### config.mk
export PLATFORM = sky130hd
export DESIGN_NAME = sin_lut_arbiter_flat
export DESIGN_NICKNAME = d
export VERILOG_FILES = /design/src/rtl/sin_lut_arbiter_if.sv /design/src/rtl/sin_lut_arbiter.sv /design/src/flat_wrapper.sv
export SDC_FILE = /design/constraint.sdc
export NUM_CORES = 1
export LEC_CHECK = 0
export BUFFER_PORTS_ARGS = -buffer_cell sky130_fd_sc_hd__buf_2
export CAP_MARGIN = 15
export CORE_MARGIN = 8
export CORE_UTILIZATION = 60
export DETAILED_ROUTE_END_ITERATION = 8
export PLACE_DENSITY_LB_ADDON = 0.1
export SLEW_MARGIN = 15
export SYNTH_ARGS = -nofsm -noshare
export SYNTH_HDL_FRONTEND = slang
export SYNTH_SLANG_ARGS = --single-unit
export TNS_END_PERCENT = 5
### constraint.sdc
create_clock -name clk -period 7.3 [get_ports clk]
set_clock_uncertainty 0.05 [all_clocks]
set_input_delay 1.825 -clock clk [delete_from_list [all_inputs] [get_ports clk]]
set_output_delay 1.825 -clock clk [all_outputs]
set_load 0.1 [all_outputs]
### src/rtl/sin_lut_arbiter_if.sv
// Request/response bus between the breathing/PWM channels and the shared
// sine lookup arbiter. The channels drive the master side and the arbiter
// is the slave side.
interface sin_lut_arbiter_if #(
  parameter int unsigned N_REQ = 4,
  parameter int unsigned IDX_W = 8,
  parameter int unsigned VAL_W = 8
);

  logic [N_REQ-1:0]       req;
  logic [N_REQ*IDX_W-1:0] req_idx;
  logic [N_REQ-1:0]       gnt;
  logic [N_REQ-1:0]       rsp_valid;
  logic [VAL_W-1:0]       rsp_data;
  logic                   busy;

  // Requester side
  modport master (
    output req,
    output req_idx,
    input  gnt,
    input  rsp_valid,
    input  rsp_data,
    input  busy
  );

  // Arbiter side
  modport slave (
    input  req,
    input  req_idx,
    output gnt,
    output rsp_valid,
    output rsp_data,
    output busy
  );

endinterface

### src/rtl/sin_lut_arbiter.sv
// Round-robin arbiter that shares one sine lookup among N_REQ channels.
// Stage 1 grants one channel per clock and captures its phase index.
// Stage 2 registers the sine value and tags it with the winning channel.
// Build option: define SIN_ARB_FIXED_PRIO_EN for fixed priority, where
// channel 0 is highest and the rotating pointer stays at 0.
// The sine table is an 8-bit phase to 8-bit value quarter-wave table:
// value = 128 + round(127 * sin(2*pi*phase/256)).
module sin_lut_arbiter #(
  parameter int unsigned N_REQ = 4,
  parameter int unsigned IDX_W = 8,
  parameter int unsigned VAL_W = 8
) (
  input  logic             clk,
  input  logic             rst,
  sin_lut_arbiter_if.slave bus
);

  localparam int unsigned PTR_W = (N_REQ > 1) ? $clog2(N_REQ) : 1;

  logic [N_REQ-1:0] gnt_q;
  logic [N_REQ-1:0] rsp_valid_q;
  logic [VAL_W-1:0] rsp_data_q;
  logic [PTR_W-1:0] ptr;

  logic             s1_v;
  logic [IDX_W-1:0] s1_idx;
  logic [PTR_W-1:0] s1_id;

  logic [N_REQ-1:0] eligible;
  logic [IDX_W-1:0] idx_arr [N_REQ];
  logic             win_found;
  logic [PTR_W-1:0] win_id;
  logic [IDX_W-1:0] win_idx;
  int unsigned      cand;

  logic [7:0]       phase;
  logic [6:0]       quarter_k;
  logic [6:0]       quarter_v;
  logic [7:0]       sine8;
  logic [VAL_W-1:0] sin_value;

  // Quarter-wave table: round(127 * sin(k * pi / 128)) for k = 0..64
  function automatic logic [6:0] quarter_sine(input logic [6:0] k);
    logic [6:0] v;
    case (k)
      7'd0:  v = 7'd0;
      7'd1:  v = 7'd3;
      7'd2:  v = 7'd6;
      7'd3:  v = 7'd9;
      7'd4:  v = 7'd12;
      7'd5:  v = 7'd16;
      7'd6:  v = 7'd19;
      7'd7:  v = 7'd22;
      7'd8:  v = 7'd25;
      7'd9:  v = 7'd28;
      7'd10: v = 7'd31;
      7'd11: v = 7'd34;
      7'd12: v = 7'd37;
      7'd13: v = 7'd40;
      7'd14: v = 7'd43;
      7'd15: v = 7'd46;
      7'd16: v = 7'd49;
      7'd17: v = 7'd51;
      7'd18: v = 7'd54;
      7'd19: v = 7'd57;
      7'd20: v = 7'd60;
      7'd21: v = 7'd63;
      7'd22: v = 7'd65;
      7'd23: v = 7'd68;
      7'd24: v = 7'd71;
      7'd25: v = 7'd73;
      7'd26: v = 7'd76;
      7'd27: v = 7'd78;
      7'd28: v = 7'd81;
      7'd29: v = 7'd83;
      7'd30: v = 7'd85;
      7'd31: v = 7'd88;
      7'd32: v = 7'd90;
      7'd33: v = 7'd92;
      7'd34: v = 7'd94;
      7'd35: v = 7'd96;
      7'd36: v = 7'd98;
      7'd37: v = 7'd100;
      7'd38: v = 7'd102;
      7'd39: v = 7'd104;
      7'd40: v = 7'd106;
      7'd41: v = 7'd107;
      7'd42: v = 7'd109;
      7'd43: v = 7'd111;
      7'd44: v = 7'd112;
      7'd45: v = 7'd113;
      7'd46: v = 7'd115;
      7'd47: v = 7'd116;
      7'd48: v = 7'd117;
      7'd49: v = 7'd118;
      7'd50: v = 7'd120;
      7'd51: v = 7'd121;
      7'd52: v = 7'd122;
      7'd53: v = 7'd122;
      7'd54: v = 7'd123;
      7'd55: v = 7'd124;
      7'd56: v = 7'd125;
      7'd57: v = 7'd125;
      7'd58: v = 7'd126;
      7'd59: v = 7'd126;
      7'd60: v = 7'd126;
      7'd61: v = 7'd127;
      7'd62: v = 7'd127;
      7'd63: v = 7'd127;
      7'd64: v = 7'd127;
      default: v = 7'd127;
    endcase
    return v;
  endfunction

  // Split the packed index bus into one entry per channel
  for (genvar i = 0; i < N_REQ; i++) begin : g_unpack
    assign idx_arr[i] = bus.req_idx[i*IDX_W +: IDX_W];
  end

  // A channel granted this cycle sits out one slot so a held req never double-issues
  assign eligible = bus.req & ~gnt_q;

  // Scan eligible requesters starting at ptr, wrapping at N_REQ
  always_comb begin
    win_found = 1'b0;
    win_id    = '0;
    cand      = 0;
    for (int unsigned k = 0; k < N_REQ; k++) begin
      cand = 32'(ptr) + k;
      if (cand >= N_REQ) begin
        cand = cand - N_REQ;
      end
      if (!win_found && eligible[PTR_W'(cand)]) begin
        win_found = 1'b1;
        win_id    = PTR_W'(cand);
      end
    end
  end

  assign win_idx = idx_arr[win_id];

  // Stage 1: grant, capture index and channel, advance the pointer
  always_ff @(posedge clk) begin
    if (!rst) begin
      gnt_q  <= '0;
      s1_v   <= 1'b0;
      s1_idx <= '0;
      s1_id  <= '0;
      ptr    <= '0;
    end else begin
      s1_v <= win_found;
      if (win_found) begin
        gnt_q  <= N_REQ'(1) << win_id;
        s1_idx <= win_idx;
        s1_id  <= win_id;
`ifdef SIN_ARB_FIXED_PRIO_EN
        ptr    <= '0;
`else
        ptr    <= (win_id == PTR_W'(N_REQ - 1)) ? '0 : win_id + PTR_W'(1);
`endif
      end else begin
        gnt_q <= '0;
      end
    end
  end

  // Sine lookup: fold the phase into the first quadrant, then mirror
  always_comb begin
    phase     = 8'(s1_idx);
    quarter_k = phase[6] ? (7'd64 - 7'(phase[5:0])) : 7'(phase[5:0]);
    quarter_v = quarter_sine(quarter_k);
    sine8     = phase[7] ? (8'd128 - 8'(quarter_v)) : (8'd128 + 8'(quarter_v));
    sin_value = VAL_W'(sine8);
  end

  // Stage 2: register the value and tag it with the granted channel
  always_ff @(posedge clk) begin
    if (!rst) begin
      rsp_valid_q <= '0;
      rsp_data_q  <= '0;
    end else begin
      rsp_valid_q <= s1_v ? (N_REQ'(1) << s1_id) : '0;
      if (s1_v) begin
        rsp_data_q <= sin_value;
      end
    end
  end

  assign bus.gnt       = gnt_q;
  assign bus.rsp_valid = rsp_valid_q;
  assign bus.rsp_data  = rsp_data_q;
  assign bus.busy      = s1_v;

endmodule

### src/flat_wrapper.sv
// flat-port wrapper written by rule: the top's interface ports become plain ports
module sin_lut_arbiter_flat 
#(
  parameter int unsigned N_REQ = 4,
  parameter int unsigned IDX_W = 8,
  parameter int unsigned VAL_W = 8
)
  (clk, rst, bus_req, bus_req_idx, bus_gnt, bus_rsp_valid, bus_rsp_data, bus_busy);
  sin_lut_arbiter_if #(.N_REQ(N_REQ), .IDX_W(IDX_W), .VAL_W(VAL_W)) bus_i ();
  input  logic clk;
  input  logic rst;
  input wire logic [$bits(bus_i.req)-1:0] bus_req;
  input wire logic [$bits(bus_i.req_idx)-1:0] bus_req_idx;
  output wire logic [$bits(bus_i.gnt)-1:0] bus_gnt;
  output wire logic [$bits(bus_i.rsp_valid)-1:0] bus_rsp_valid;
  output wire logic [$bits(bus_i.rsp_data)-1:0] bus_rsp_data;
  output wire logic [$bits(bus_i.busy)-1:0] bus_busy;
  assign bus_i.req = bus_req;
  assign bus_i.req_idx = bus_req_idx;
  assign bus_gnt = bus_i.gnt;
  assign bus_rsp_valid = bus_i.rsp_valid;
  assign bus_rsp_data = bus_i.rsp_data;
  assign bus_busy = bus_i.busy;
  sin_lut_arbiter #(.N_REQ(N_REQ), .IDX_W(IDX_W), .VAL_W(VAL_W)) u_core (.clk(clk), .rst(rst), .bus(bus_i));
endmodule
==> out/results.tsv, run 1 <==
metric	value	unit
Worst Max-Slew Pin Slew	1.04	ns
Resize count post-CTS	0	
Sink Count	29	
DRT iter0 DRCs	170	
Die X	81.2	µm
nets@finish	400	
post-synthesis cell count	312	
die span in y	81.2	µm
Synth Register Bits	29	
count of cell types in the netlist	69	
average instance area after synthesis	8.18	µm²
Rows	23	
DIE AREA	6600	µm²
CP Max Fanout	14	
leak pwr	1.19	nW
VDD IR-drop max	0.231	mV
commonest non-fill, non-tap cell in the layout	buf_2	
highest-delay cell along the critical path	dfxtp_1	
TritonCTS clock tree	done	
sequential area share after synthesis	22.7	%
unrepaired setup endpoints after global routing	false	
most frequent cells in the layout	buf_2, nand2_1, dfxtp_1	
FILL cells	345	
Post-synth top flop	dfxtp_1	
Port Buffers	54	
Placed Instance Area	2770	µm²
Crit Path Class	reg2reg	
Hold Violations, Final	0	
critical path launch point type	flip-flop	
power density over the cells	555	nW/µm²
WL per Instance	15.9	µm
overall power	1.59	mW
Period minus WS final	4.31	ns
nature of the critical path endpoint	flip-flop	
P&R area growth vs syn	12.1	%
post-DR vias/cell	6.19	
root buffer cell	clkbuf_8	
hpwl dp	4880	µm
Cell Chain, Critical Path	inv_1, ha_1, mux2_2, inv_1, ha_1, a22o_1, a2111oi_0, a21oi_1, a32o_1, nor2_1, inv_1, ha_1, o211a_1, nand3b_1, a311oi_1	
routed wire length	6400	µm
Worst path max stage delay	0.63	ns
later-pin clock latency in the skew report	0.28	ns
Synthesized Nets	361	
WHS Path Cells	1	
final design utilization	70.5	%
largest area contributor in the netlist	dfxtp_1	
TritonCTS Buffers	5	
via count	2488	
GRT Residual Overflow	0	
CTS clk-pin slew, worst paths	0.06	ns
first-pass GRT wire length	10600	µm
largest net degree at the start of global routing	22	
# hold bufs at CTS	0	
worst path arrival time	4.45	ns
RePlAce Congestion	0.901	
vias in the first global route	2375	
top cells by area, synth	dfxtp_1, ha_1, nand2_1	
post-layout instance area	2860	µm²
# setup viols final	0	
final period utilization	59.0	%
Worst slew margin	30.4	%
worst hold path class	reg2reg	
maximum clock frequency	232	MHz
Synth top area share	22.7	%
YS warnings	0	
Mapped Area	2550	µm²
initial antenna violation count	0	
GRT Util Overall	19.9	%
Final Max Tran Viols	0	
Initial Util	62.9	%
Core ar.	4060	µm²
asr flop ratio synth	0	%
status	finished, final reports clean	
share of layout cells above drive strength 1	25.6	%
First-pass DRT Iterations	4	
IO Pins	55	
drc violations	0	
total of max-cap violations	0	
antenna viol nets, final	0	
worst reg2reg path depth	15	
critical path data required time	7.44	ns
worst-case clock buffer depth	2	
post-CTS setup buffer count	0	
H-tree Lvls	2	
ANT cells	0	
setup_tns	0	ns
EDFF count, synth	0	
cell type report:
| cell class | count | area, µm² | share of cell area (%) |
|---|---|---|---|
| multi-input combinational | 247 | 1810 | 63.4 |
| sequential | 29 | 581 | 20.3 |
| timing repair buffer | 54 | 270 | 9.44 |
| clock buffer | 6 | 72.6 | 2.54 |
| tap | 50 | 62.6 | 2.19 |
| inverter | 14 | 52.6 | 1.84 |
| clock inverter | 2 | 10.0 | 0.350 |
synth_stat cells (2+ instances only):
| library cell | number |
|---|---|
| mux2_2 | 11 |
| a21oi_1 | 19 |
| nor4_1 | 2 |
| a31oi_1 | 2 |
| a31o_1 | 2 |
| a211oi_4 | 2 |
| buf_2 | 9 |
| o21bai_1 | 2 |
| mux2i_1 | 13 |
| o221ai_2 | 2 |
| xnor2_1 | 3 |
| a211oi_1 | 5 |
| nor2_1 | 20 |
| and2b_1 | 2 |
| nor3_1 | 13 |
| ha_1 | 11 |
| nand2b_1 | 4 |
| o21ai_0 | 13 |
| o2111ai_1 | 2 |
| nor3b_1 | 5 |
| nor2b_1 | 9 |
| a32o_1 | 4 |
| or2_2 | 3 |
| o211ai_1 | 14 |
| inv_1 | 13 |
| buf_6 | 2 |
| clkbuf_1 | 10 |
| o21a_1 | 2 |
| a211o_1 | 2 |
| a2111oi_0 | 3 |
| dfxtp_1 | 29 |
| nand2_1 | 35 |
| a311oi_1 | 3 |
| nand3_1 | 6 |
flip-flops by register name, summed over array words and instances (netlist names):
register and cells:
u_core.bus.gnt 4, u_core.ptr 2, u_core.s1_id 2, u_core.bus.rsp_valid 4
u_core.phase 8, u_core.bus.rsp_data 8, u_core.bus.busy 1
per-layer routing:
metal | GRT usage (%) | up-vias | share of wire, %
met3 | 4.97 | 14 | 6.5
met2 | 32.5 | 105 | 46
li1 | - | 1242 | -
met4 | 7.86 | 0 | 1.7
met1 | 24.4 | 1127 | 46
met5 | 0 | - | 0
critical path: cells and delay by family (launching register included):
kind	cells	cell delay [ns]
fa+ha+maj	3	0.88
flops	1	0.63
mux	1	0.29
buf+inv	3	0.49
compound gates	6	1.60
simple gates	2	0.28
cells by family after synthesis:
| family | count (synthesis) | synth area share, % |
|---|---|---|
| flops | 29 | 22.7 |
| mux | 25 | 11.0 |
| compound gates | 94 | 28.9 |
| fa+ha+maj | 11 | 5.39 |
| xor+xnor | 4 | 1.37 |
| simple gates | 113 | 24.2 |
| buf+inv | 36 | 6.47 |
worst paths after layout:
kind / from / to / slack, ns
worst max register to register: u_core.phase[0] / u_core.bus.rsp_data[4] / 2.99
worst min register to register: u_core.s1_id[0] / u_core.bus.rsp_valid[2] / 0.43
worst max-delay path: u_core.phase[0] / u_core.bus.rsp_data[4] / 2.99
worst min-delay path: u_core.s1_id[0] / u_core.bus.rsp_valid[2] / 0.43
report_power, final:
group	total, mW	leakage (nW)	internal [mW]	switching [mW]
Combinational	1.19	0.906	0.428	0.762
Clock	0.126	0.0450	0.0658	0.0604
Sequential	0.271	0.240	0.205	0.0654
stage by stage:
| stage | worst slack (ns) | instances | hold WS [ns] |
|---|---|---|---|
| final | 2.99 | 402 | 0.428 |
| after global routing | 2.71 | 402 | 0.461 |
| after CTS | 3.09 | 402 | 0.434 |
| after detailed placement | 3.10 | 394 | 0.425 |
| after global placement | 3.26 | 394 | 0.421 |
| after floorplan | 3.78 | 312 | 0.398 |
Note: power is estimated with default switching activity, not from simulation.
==> inputs of run 2 (changes only) <==
--- a/config.mk
+++ b/config.mk
@@ -8,7 +8,7 @@
 export BUFFER_PORTS_ARGS = -buffer_cell sky130_fd_sc_hd__buf_2
 export CAP_MARGIN = 15
 export CORE_MARGIN = 8
-export CORE_UTILIZATION = 60
+export CORE_UTILIZATION = 55
 export DETAILED_ROUTE_END_ITERATION = 8
 export PLACE_DENSITY_LB_ADDON = 0.1
 export SLEW_MARGIN = 15
==> constraint.sdc (replaced) <==
create_clock -name clk -period 4.5 [get_ports clk]
set_clock_uncertainty 0.05 [all_clocks]
set_input_delay 1.125 -clock clk [delete_from_list [all_inputs] [get_ports clk]]
set_output_delay 1.125 -clock clk [all_outputs]
set_load 0.1 [all_outputs]
==> out/results.tsv, run 2 (synthesis results as in run 1) <==
metric	value	unit
status	finished, final reports clean	
Crit Path Class	reg2reg	
Logic pwr share	75.4	%
reg-to-reg startpoint	u_core.phase[1]	
overall power	2.61	mW
TritonCTS clock tree	done	
Initial Util	57.9	%
family with the most delay on the worst path	compound AO/OA/AOI/OAI gates	
TritonCTS Buffers	5	
WHS Path Cells	2	
Hold Path End	u_core.bus.rsp_data[4]	
startpoint of the worst hold path	u_core.bus.rsp_data[4]	
FILL cells	387	
total of max-cap violations	0	
Worst path max stage delay	0.52	ns
worst hold path class	reg2reg	
share of layout cells above drive strength 1	26.6	%
GRT Residual Overflow	0	
Worst slew margin	39.3	%
root buffer cell	clkbuf_8	
later-pin clock latency in the skew report	0.29	ns
power density over the cells	900	nW/µm²
R2R setup slack	0.60	ns
Placed Instance Area	2810	µm²
most frequent cells in the layout	buf_2, nand2_1, dfxtp_1	
worst path arrival time	4.04	ns
RePlAce Congestion	0.910	
Period minus WS final	3.90	ns
hpwl dp	5000	µm
highest-delay cell along the critical path	dfxtp_1	
P&R area growth vs syn	13.6	%
critical path launch point type	flip-flop	
largest net degree at the start of global routing	22	
area of the multi-input gates	1810	µm²
post-DR vias/cell	6.13	
critical path data required time	4.64	ns
switching share of power	55.5	%
via count	2506	
Int Power	1.16	mW
nets@finish	405	
ANT cells	0	
CP Max Fanout	11	
WL per Instance	16.2	µm
First-pass DRT Iterations	4	
worst-case clock buffer depth	2	
Final Max Tran Viols	0	
# setup viols final	0	
leak pwr	1.21	nW
worst reg2reg path depth	15	
H-tree Lvls	2	
commonest non-fill, non-tap cell in the layout	buf_2	
die span in y	84.1	µm
antenna viol nets, final	0	
CTS clk-pin slew, worst paths	0.08	ns
Resize count post-CTS	0	
post-layout instance area	2900	µm²
clock share of power	8.1	%
maximum clock frequency	256	MHz
IO Pins	55	
Hold Violations, Final	0	
DRT iter0 DRCs	213	
dpl cells	401	
routed wire length	6630	µm
GRT Util Overall	18.5	%
Sequential cell area	581	µm²
CP Launch Point	u_core.phase[1]	
initial antenna violation count	0	
Seq pwr share	16.4	%
first-pass GRT wire length	11400	µm
VDD IR-drop max	0.339	mV
nature of the critical path endpoint	flip-flop	
drc violations	0	
DIE AREA	7080	µm²
Worst R2R End	u_core.bus.rsp_data[4]	
Die X	84.1	µm
final design utilization	65.7	%
vias in the first global route	2490	
Cell Chain, Critical Path	inv_1, ha_1, mux2_2, inv_1, ha_1, a22o_1, a2111oi_0, a21oi_1, a32o_1, nor2_1, inv_1, ha_1, o211a_1, nand3b_1, a311oi_1	
Buf/Inv on CP	3	
Sink Count	29	
post-CTS setup buffer count	0	
Core ar.	4410	µm²
final period utilization	86.7	%
Port Buffers	54	
Rows	24	
# hold bufs at CTS	0	
sw power	1.45	mW
setup_tns	0	ns
Final Instance Count excl. Fillers	409	
unrepaired setup endpoints after global routing	false	
Worst Max-Slew Pin Slew	0.910	ns
run 2: worst min-delay path: cells and delay by family (launching register included):
| kind | cells | cell delay [ns] |
|---|---|---|
| AO/OA/AOI/OAI | 1 | 0.05 |
| AND/OR/NAND/NOR | 1 | 0.08 |
| flip-flops | 1 | 0.31 |
run 2: worst max path at each step:
stage | slack, ns | cells past startpoint | endpoint
2_1_floorplan | 1.02 | 13 | u_core.bus.rsp_data[4]
3_3_place_gp | 0.82 | 15 | u_core.bus.rsp_data[4]
3_5_place_dp | 0.71 | 15 | u_core.bus.rsp_data[4]
4_1_cts | 0.68 | 15 | u_core.bus.rsp_data[4]
5_1_grt | 0.26 | 15 | u_core.bus.rsp_data[4]
6_report | 0.60 | 15 | u_core.bus.rsp_data[4]
run 2: through the flow:
stage | setup WS, ns | hold slack, ns
2_1_floorplan | 1.02 | 0.398
3_3_place_gp | 0.820 | 0.416
3_5_place_dp | 0.710 | 0.426
4_1_cts | 0.678 | 0.433
5_1_grt | 0.263 | 0.453
6_report | 0.600 | 0.431
run 2: layout make-up:
class	instances	share of cell area [%]
Inverter	14	1.81
Clock buffer	5	2.37
Timing Repair Buffer	59	10.6
Sequential cell	29	20.0
Tap cell	52	2.24
Clock inverter	3	0.604
Multi-Input combinational cell	247	62.3
run 2: power by group through the flow:
stage	clock network (mW)	logic, mW	registers, mW
after global routing	0.231	2.15	0.443
after CTS	0.215	1.95	0.427
after detailed placement	0	1.94	0.432
after global placement	0	1.93	0.427
final	0.213	1.97	0.429
after floorplan	0	1.41	0.646
run 2: per-layer routing:
| metal | up-vias | wire [µm] | GRT usage, % | part of all wire (%) |
|---|---|---|---|---|
| met3 | 9 | 502 | 6.18 | 7.6 |
| met2 | 114 | 3110 | 30.6 | 47 |
| met5 | - | 0 | 0 | 0 |
| met1 | 1138 | 2960 | 22.5 | 45 |
| met4 | 0 | 63 | 4.55 | 0.95 |
| li1 | 1245 | - | - | - |
